## config.mk

```make
export PLATFORM = sky130hd
export DESIGN_NAME = rx_fifo_wr_ctrl
export DESIGN_NICKNAME = d
export VERILOG_FILES = /design/src/rtl/rx_fifo_ctrl_pkg.sv /design/src/rtl/rx_fifo_wr_ctrl.sv
export SDC_FILE = /design/constraint.sdc
export NUM_CORES = 1
export LEC_CHECK = 0
export CAP_MARGIN = 40
export CORE_MARGIN = 2
export CORE_UTILIZATION = 44
export DETAILED_ROUTE_END_ITERATION = 6
export MAX_ROUTING_LAYER = met4
export PLACE_DENSITY = 0.67
export SETUP_SLACK_MARGIN = 0.02
export SLEW_MARGIN = 20
export SYNTH_ARGS = -nofsm -noshare
export SYNTH_HDL_FRONTEND = slang
export SYNTH_SLANG_ARGS = --single-unit
```

## constraint.sdc

```tcl
create_clock -name clk -period 2.6 [get_ports clk]
set_input_delay 0.52 -clock clk [delete_from_list [all_inputs] [get_ports clk]]
set_output_delay 0.52 -clock clk [all_outputs]
set_load 0.005 [all_outputs]
```

## src/rtl/rx_fifo_ctrl_pkg.sv

```systemverilog
// Shared types for the RX FIFO write-side controller: FSM state encoding and drop reason codes.
package rx_fifo_ctrl_pkg;

    typedef logic [1:0] rxc_state_t;

    localparam rxc_state_t IDLE    = 2'd0;
    localparam rxc_state_t WRITE   = 2'd1;
    localparam rxc_state_t DISCARD = 2'd2;
    localparam rxc_state_t COMMIT  = 2'd3;

    typedef enum logic [2:0] {
        NONE      = 3'd0,
        BAD_FRAME = 3'd1,
        OVERFLOW  = 3'd2,
        TOO_LONG  = 3'd3,
        TOO_SHORT = 3'd4,
        NO_ROOM   = 3'd5
    } drop_reason_t;

endpackage

```

## src/rtl/rx_fifo_wr_ctrl.sv

```systemverilog
// Streams RX MAC frames into the packet FIFO and commits (latch_addr) or rewinds (drop_pckt) each one.
// Define RX_FIFO_WR_CTRL_STATS_EN to add good/drop/overflow statistics counters.
module rx_fifo_wr_ctrl
    import rx_fifo_ctrl_pkg::*;
#(
    parameter int DATA_WIDTH  = 8,
    parameter int MIN_PKT_LEN = 64,
    parameter int MAX_PKT_LEN = 1518,
    parameter int LEN_WIDTH   = 16,
    parameter int STAT_WIDTH  = 32
) (
    input  logic                  clk,
    input  logic                  reset_n,
    input  logic [DATA_WIDTH-1:0] s_axis_tdata,
    input  logic                  s_axis_tvalid,
    input  logic                  s_axis_tlast,
    input  logic                  s_axis_tuser,
    output logic                  s_axis_tready,
    output logic [DATA_WIDTH-1:0] fifo_data,
    output logic                  fifo_wr_en,
    output logic                  fifo_latch_addr,
    output logic                  fifo_drop_pckt,
    input  logic                  fifo_full,
    input  logic                  fifo_almost_full,
    output logic                  pkt_done,
    output logic                  pkt_dropped,
`ifdef RX_FIFO_WR_CTRL_STATS_EN
    output logic [STAT_WIDTH-1:0] stat_good_cnt,
    output logic [STAT_WIDTH-1:0] stat_drop_cnt,
    output logic [STAT_WIDTH-1:0] stat_ovf_cnt,
`endif
    output logic [2:0]            drop_reason
);

    localparam logic [LEN_WIDTH-1:0] MIN_LEN = LEN_WIDTH'(MIN_PKT_LEN);
    localparam logic [LEN_WIDTH-1:0] MAX_LEN = LEN_WIDTH'(MAX_PKT_LEN);

    rxc_state_t           state;
    logic [LEN_WIDTH-1:0] len;
    logic                 err;
    logic                 tuser_last;
    drop_reason_t         reason;

    logic                 accept;
    logic                 ovf_now;
    logic                 len_at_max;
    logic [LEN_WIDTH-1:0] len_inc;
    logic                 wr_now;
    logic                 too_long_now;
    drop_reason_t         commit_reason;
    logic                 commit_drop;

    assign s_axis_tready = (state != COMMIT);
    assign accept        = s_axis_tvalid & s_axis_tready;
    // A write presented while the FIFO is full is lost, so the frame can no longer be committed.
    assign ovf_now       = fifo_wr_en & fifo_full;
    assign len_at_max    = (len >= MAX_LEN);
    assign len_inc       = (len == '1) ? len : len + 1'b1;

    // NOTE: every signal assigned in always_comb gets a default first, so no latch is inferred.
    always_comb begin
        wr_now       = 1'b0;
        too_long_now = 1'b0;
        case (state)
            IDLE: wr_now = accept & ~fifo_almost_full;
            WRITE: begin
                too_long_now = accept & len_at_max & ~ovf_now;
                wr_now       = accept & ~len_at_max & ~ovf_now;
            end
            default: ;
        endcase
    end

    // Earlier recorded errors win; commit-time checks only classify an otherwise clean frame.
    always_comb begin
        commit_reason = NONE;
        if (err)
            commit_reason = reason;
        else if (ovf_now)
            commit_reason = OVERFLOW;
        else if (tuser_last)
            commit_reason = BAD_FRAME;
        else if (len < MIN_LEN)
            commit_reason = TOO_SHORT;
    end

    assign commit_drop = (commit_reason != NONE);

    // NOTE: sequential state uses non-blocking assignments so every register samples pre-edge values.
    always_ff @(posedge clk or negedge reset_n) begin
        if (!reset_n) begin
            state           <= IDLE;
            len             <= '0;
            err             <= 1'b0;
            tuser_last      <= 1'b0;
            reason          <= NONE;
            fifo_data       <= '0;
            fifo_wr_en      <= 1'b0;
            fifo_latch_addr <= 1'b0;
            fifo_drop_pckt  <= 1'b0;
            pkt_done        <= 1'b0;
            pkt_dropped     <= 1'b0;
            drop_reason     <= 3'd0;
        end else begin
            fifo_wr_en      <= wr_now;
            fifo_latch_addr <= 1'b0;
            fifo_drop_pckt  <= 1'b0;
            pkt_done        <= 1'b0;
            pkt_dropped     <= 1'b0;
            drop_reason     <= 3'd0;
            if (wr_now)
                fifo_data <= s_axis_tdata;
            if (accept)
                tuser_last <= s_axis_tuser & s_axis_tlast;

            case (state)
                IDLE: begin
                    if (accept) begin
                        len    <= LEN_WIDTH'(1);
                        err    <= fifo_almost_full;
                        reason <= fifo_almost_full ? NO_ROOM : NONE;
                        if (s_axis_tlast)
                            state <= COMMIT;
                        else
                            state <= fifo_almost_full ? DISCARD : WRITE;
                    end
                end
                WRITE: begin
                    if (ovf_now) begin
                        err    <= 1'b1;
                        reason <= OVERFLOW;
                    end else if (too_long_now) begin
                        err    <= 1'b1;
                        reason <= TOO_LONG;
                    end
                    if (accept)
                        len <= len_inc;
                    if (accept && s_axis_tlast)
                        state <= COMMIT;
                    else if (ovf_now || too_long_now)
                        state <= DISCARD;
                end
                DISCARD: begin
                    if (accept) begin
                        len <= len_inc;
                        if (s_axis_tlast)
                            state <= COMMIT;
                    end
                end
                COMMIT: begin
                    pkt_done        <= 1'b1;
                    pkt_dropped     <= commit_drop;
                    fifo_drop_pckt  <= commit_drop;
                    fifo_latch_addr <= ~commit_drop;
                    drop_reason     <= commit_reason;
                    reason          <= commit_reason;
                    state           <= IDLE;
                end
                default: state <= IDLE;
            endcase
        end
    end

`ifdef RX_FIFO_WR_CTRL_STATS_EN
    always_ff @(posedge clk or negedge reset_n) begin
        if (!reset_n) begin
            stat_good_cnt <= '0;
            stat_drop_cnt <= '0;
            stat_ovf_cnt  <= '0;
        end else if (state == COMMIT) begin
            if (commit_drop)
                stat_drop_cnt <= stat_drop_cnt + 1'b1;
            else
                stat_good_cnt <= stat_good_cnt + 1'b1;
            if (commit_reason == OVERFLOW || commit_reason == NO_ROOM)
                stat_ovf_cnt <= stat_ovf_cnt + 1'b1;
        end
    end
`endif

endmodule

```

# --- Yosys cells after proc, flatten, opt, wreduce, memory -nomap -nowiden ---
# Index checks and enable logic that the tools add are counted.
# W data, S select, Z words.
totals:
  inputBits: 15
  word_cells: 81
  regBits: 38
classes:
  n_reduce_logical: 12
  n_eq_ne: 12
  n_bitwise: 12
  n_lt_le_gt_ge: 2
  add_sub_neg: 1
  muxes: 31
ops:
  columns: ["op", "count"]
  rows:
  - ["$mux W16", 3]
  - ["$pmux W16 S2", 1]
  - ["$mux W3", 9]
  - ["$add A16 B1 Y16 const B", 1]
  - ["$eq A16 B16 Y1 const B", 1]
  - ["$ge A16 B11 Y1 const B", 1]
  - ["$lt A16 B7 Y1 const B", 1]
  - ["$mux W2", 7]
  - ["$ne A2 B2 Y1 const B", 5]
  - ["$pmux W3 S3", 1]
  - ["$and A1 B1 Y1", 8]
  - ["$pmux W2 S4", 1]
  - ["$reduce_and A4 Y1", 2]
  - ["$mux W1", 7]
  - ["$ne A3 B3 Y1 const B", 2]
  - ["$reduce_and A3 Y1", 2]
  - ["$reduce_bool A3 Y1", 2]
  - ["$eq A2 B2 Y1 const B", 2]
  - ["$not A1 Y1", 4]
  - ["$pmux W1 S2", 2]
  - ["$reduce_bool A2 Y1", 2]
  - ["$eq A2 B1 Y1 const B", 1]
  - ["$logic_not A2 Y1", 1]
  - ["$ne A2 B1 Y1 const B", 1]
  - ["3 further kinds", 3]

# --- Depth between registers and ports, before layout ---
logic_depth:
  ltp_word: 9
  depth_mapped: 8
  ltp_nobuf: 7

# --- Worst setup path after synthesis ---
# No wires, ideal clock.
synth_path:
  path_kind: "reg2reg"
  start: "reg state[1]"
  end: "reg state[1]"
  setup_slack_ns: 0.654
  setup_time_ns: 0.110
  period_less_slack_ns: 1.946
  path_stages_with_launch: 9
  arrival_time_ns: 1.836
  path_cell_list: "dfrtp_1 -> inv_1 -> ha_1 -> a21boi_1 -> nand4b_1 -> o221a_1 -> buf_4 -> a311o_1 -> o41ai_1"
synth_between:
  elab_chain_len: 8
synth_lines:
  columns: ["item", "line_no", "rtl"]
  rows:
  - ["from (decl)", "rx_fifo_wr_ctrl.sv:38", "rxc_state_t state;"]
  - ["from (signal assigned)", "rx_fifo_wr_ctrl.sv:125", "state <= fifo_almost_full ? DISCARD : WRITE;"]
  - ["$ne A2 B2 Y1", "rx_fifo_wr_ctrl.sv:53", "assign s_axis_tready = (state != COMMIT);"]
  - ["$and A1 B1 Y1", "rx_fifo_wr_ctrl.sv:54", "assign accept = s_axis_tvalid & s_axis_tready;"]
  - ["$and A1 B1 Y1 (2 in series)", "rx_fifo_wr_ctrl.sv:67", "too_long_now = accept & len_at_max & ~ovf_now;"]
  - ["$mux W1", "rx_fifo_wr_ctrl.sv:64", "case (state)"]
  - ["$logic_or A1 B1 Y1", "rx_fifo_wr_ctrl.sv:140", "else if (ovf_now || too_long_now)"]
  - ["$ne A3 B3 Y1 (no source line)", null, null]
  - ["$reduce_and A4 Y1 (no source line)", null, null]
# Parallel ways exist; a longest one is shown, timed or not.
# A chain may end at the register's enable or synchronous reset.

# --- Worst setup path in the final report ---
layout_path:
  start: "reg state[1]"
  end: "out s_axis_tready"
layout_between:
  elab_chain_len: 1
layout_lines:
  columns: ["item", "line_no", "rtl"]
  rows:
  - ["$ne A2 B2 Y1", "rx_fifo_wr_ctrl.sv:53", null]
  - ["to (decl)", "rx_fifo_wr_ctrl.sv:18", "output logic s_axis_tready,"]
# No other way between the ends.

==> impl_metrics.ini <==
[critical_path]
crit_required_ps = 2080
endpoint = s_axis_tready
r2r_end = state[1]
critPathMaxFanout = 7
cp-end-kind = output port
path_class = reg2out
start_kind = register
crit_start = state[1]
regToRegSetupSlack_ps = 430
reg2reg_depth = 7
cp.arrival_ps = 1670
r2r-start = state[1]

[clock_tree]
post_cts_buffers = 0
clock-root-buffer = clkbuf_8
clk_pin_slew_ps = 70
ctsHoldBuffers = 0
clk_latency_ps = 290
h-tree-depth = 2
cts.sinks = 38
clock_path_buffers = 2
cts-resized-gates = 0
cts_tree = built
cts_buffers = 5

[power_and_ir_drop]
finalPower_mw = 2.50
ir_worst_vdd_v = 0.000448
switching_share = 0.370
comb_power_share = 0.488
clkPwrFrac = 0.150
internal_power_mw = 1.57
leakage_nw = 1.04
p_sw_uw = 925
powerDensity_nw_per_um2 = 988
power_frac_seq = 0.362

[timing]
setup_viol = 0
clock.fmax_ghz = 0.456
hold_viol_final = 0
setup_tns_ps = 0
rsz0062_at_grt = no
timing.hold.ws_ps = 99.5
min_period_ps = 2190
max_slew.worst_pin.slew_ps = 519
min_period_over_period = 0.844
max-slew-margin-rel = 0.651
clock_skew_ps = 6.90
slew_violations = 0

[synth]
async_reset_ff_frac = 1.00
synthesis.instances = 211
synth_ff_type = dfrtp_1
synth_cell_types = 50
ys_warn_count = 0
synth_edf_count = 0
synth_seq_cells = 38
yosysSeqAreaShare = 0.462
syn_area_per_cell_um2 = 9.76
synth_area_um2 = 2060
synth_nets = 232

[run]
cap_viol_max_count = 0

[drt]
dr.pass1.iters = 4
route.detailed.drc = 0
drt_iter0_drc = 89
viasPerCell = 5.59
wirelength_um = 4290
routedWlPerCell_um = 14.3
vias = 1683
ant_nets = 0

[final_layout]
finalNetCount = 270
diodes = 0
final_cell_mix = 38 x dfrtp_1, 30 x clkdlybuf4s50_1, 26 x nor2_1, 21 x nand2_1
final_layout_size_suffix_gt1_frac = 0.120
areaGrowthSynthToFinish_pct = 22.9
final_common_cell = dfrtp_1
final.fill_count = 399
fin_util = 0.570
fin_area_um2 = 2530

[floorplanning]
start_util = 0.463
die_x_um = 72.4
die_area_um2 = 5240
die_h_um = 72.4
rows = 24
ioPinCount = 32
core_um2 = 4440

[placed_design]
dpl_cell_area_um2 = 2450
io_buffers = 31
dpl.hpwl_um = 3290
globalplace.congestion = 0.871

[global_route]
first_global_vias = 1684
busiest_layer = met2
grt.total_usage = 0.194
grtUsageMet2 = 0.294
antenna_found_initial = 0
grt_max_degree = 29
use_met3 = 0.0403
grt-ovfl-total = 0
use_met1 = 0.260
grt_first_pass_wirelength_um = 7720

[run_status]
status = completed

[min_path]
hold_path_class = in2async
## cell families (layout without fill, tap and decap cells)
group / Yosys count / in the layout / share of synthesized area
adders and majority gates: 6 / 6 / 0.0365
DFF: 38 / 38 / 0.462
AOI/OAI and AO/OA: 43 / 43 / 0.141
and+or+nand+nor: 91 / 91 / 0.242
muxes: 11 / 11 / 0.0589
buffers and inverters: 16 / 54 / 0.0340
xor gates and xnor gates: 6 / 6 / 0.0255
## state kept, by name, indices dropped and copies added, names as in the netlist, 2 cells and up
signal / flops
fifo_data: 8
drop_reason: 3
state: 2
len: 16
reason: 3
## cells in the mapped netlist, drive strengths merged, types with 2 or more instances
cell,instances,area share
or3,3,0.0091
buf,4,0.012
nand2b,3,0.0091
and2,4,0.012
o21ai,11,0.027
nand3,5,0.012
dfrtp,38,0.46
a211oi,2,0.0073
nor3,4,0.0097
a21oi,10,0.024
mux2i,2,0.0097
clkbuf,2,0.0036
xor2,2,0.0085
inv,10,0.018
o31ai,2,0.0073
nand4,4,0.015
nand4b,3,0.013
mux2,9,0.049
nor2b,2,0.0061
nand3b,3,0.011
nand2,22,0.041
ha,6,0.036
a31oi,2,0.0061
xnor2,4,0.017
o211ai,3,0.011
nor4b,3,0.019
nor3b,2,0.0073
nor4,5,0.021
nor2,26,0.047
## stage by stage
step	setup slack [ps]	cells
after CTS	385	301
after global routing	283	301
final	406	301
after floorplan	654	211
after detailed placement	281	294
after global placement	337	293
## critical path, cell delays in order, from the launching register on
cell and delay (ps):
dfrtp_1 420, ha_1 290, inv_1 160, clkdlybuf4s50_1 520
## how the worst min path moves through the flow
| stage | end | slack (ps) | from |
|---|---|---|---|
| finish | len[1] | 100 | reset_n |
| global route | len[1] | 110 | reset_n |
| CTS | len[1] | 100 | reset_n |
| detailed placement | len[3] | 420 | reset_n |
| global placement | fifo_data[0] | 490 | fifo_data[0] |
| floorplan | drop_reason[0] | 220 | reset_n |
## per-layer routing
layer	part of all wire	wire length [µm]
met1	0.48	2050
met2	0.47	2020
met3	0.038	164
met4	0.014	58
met5	0	0
## area by class of cell
type                       count  area (µm²)  area share
inverter                      10        37.5      0.0148
clock buffer                   7        76.3      0.0302
timing repair buffer          37         363       0.143
sequential                    38         951       0.376
multi-input combinational    157        1040       0.410
tap                           52        65.1      0.0257
## power groups by stage
stage	Combinational (mW)	Sequential, mW	Clock [mW]
floorplan	0.779	0.893	0
global placement	1.21	0.910	0
detailed placement	1.23	0.916	0
CTS	1.23	0.905	0.389
global route	1.38	0.929	0.416
finish	1.22	0.904	0.375
(Power assumes the default switching activity.)
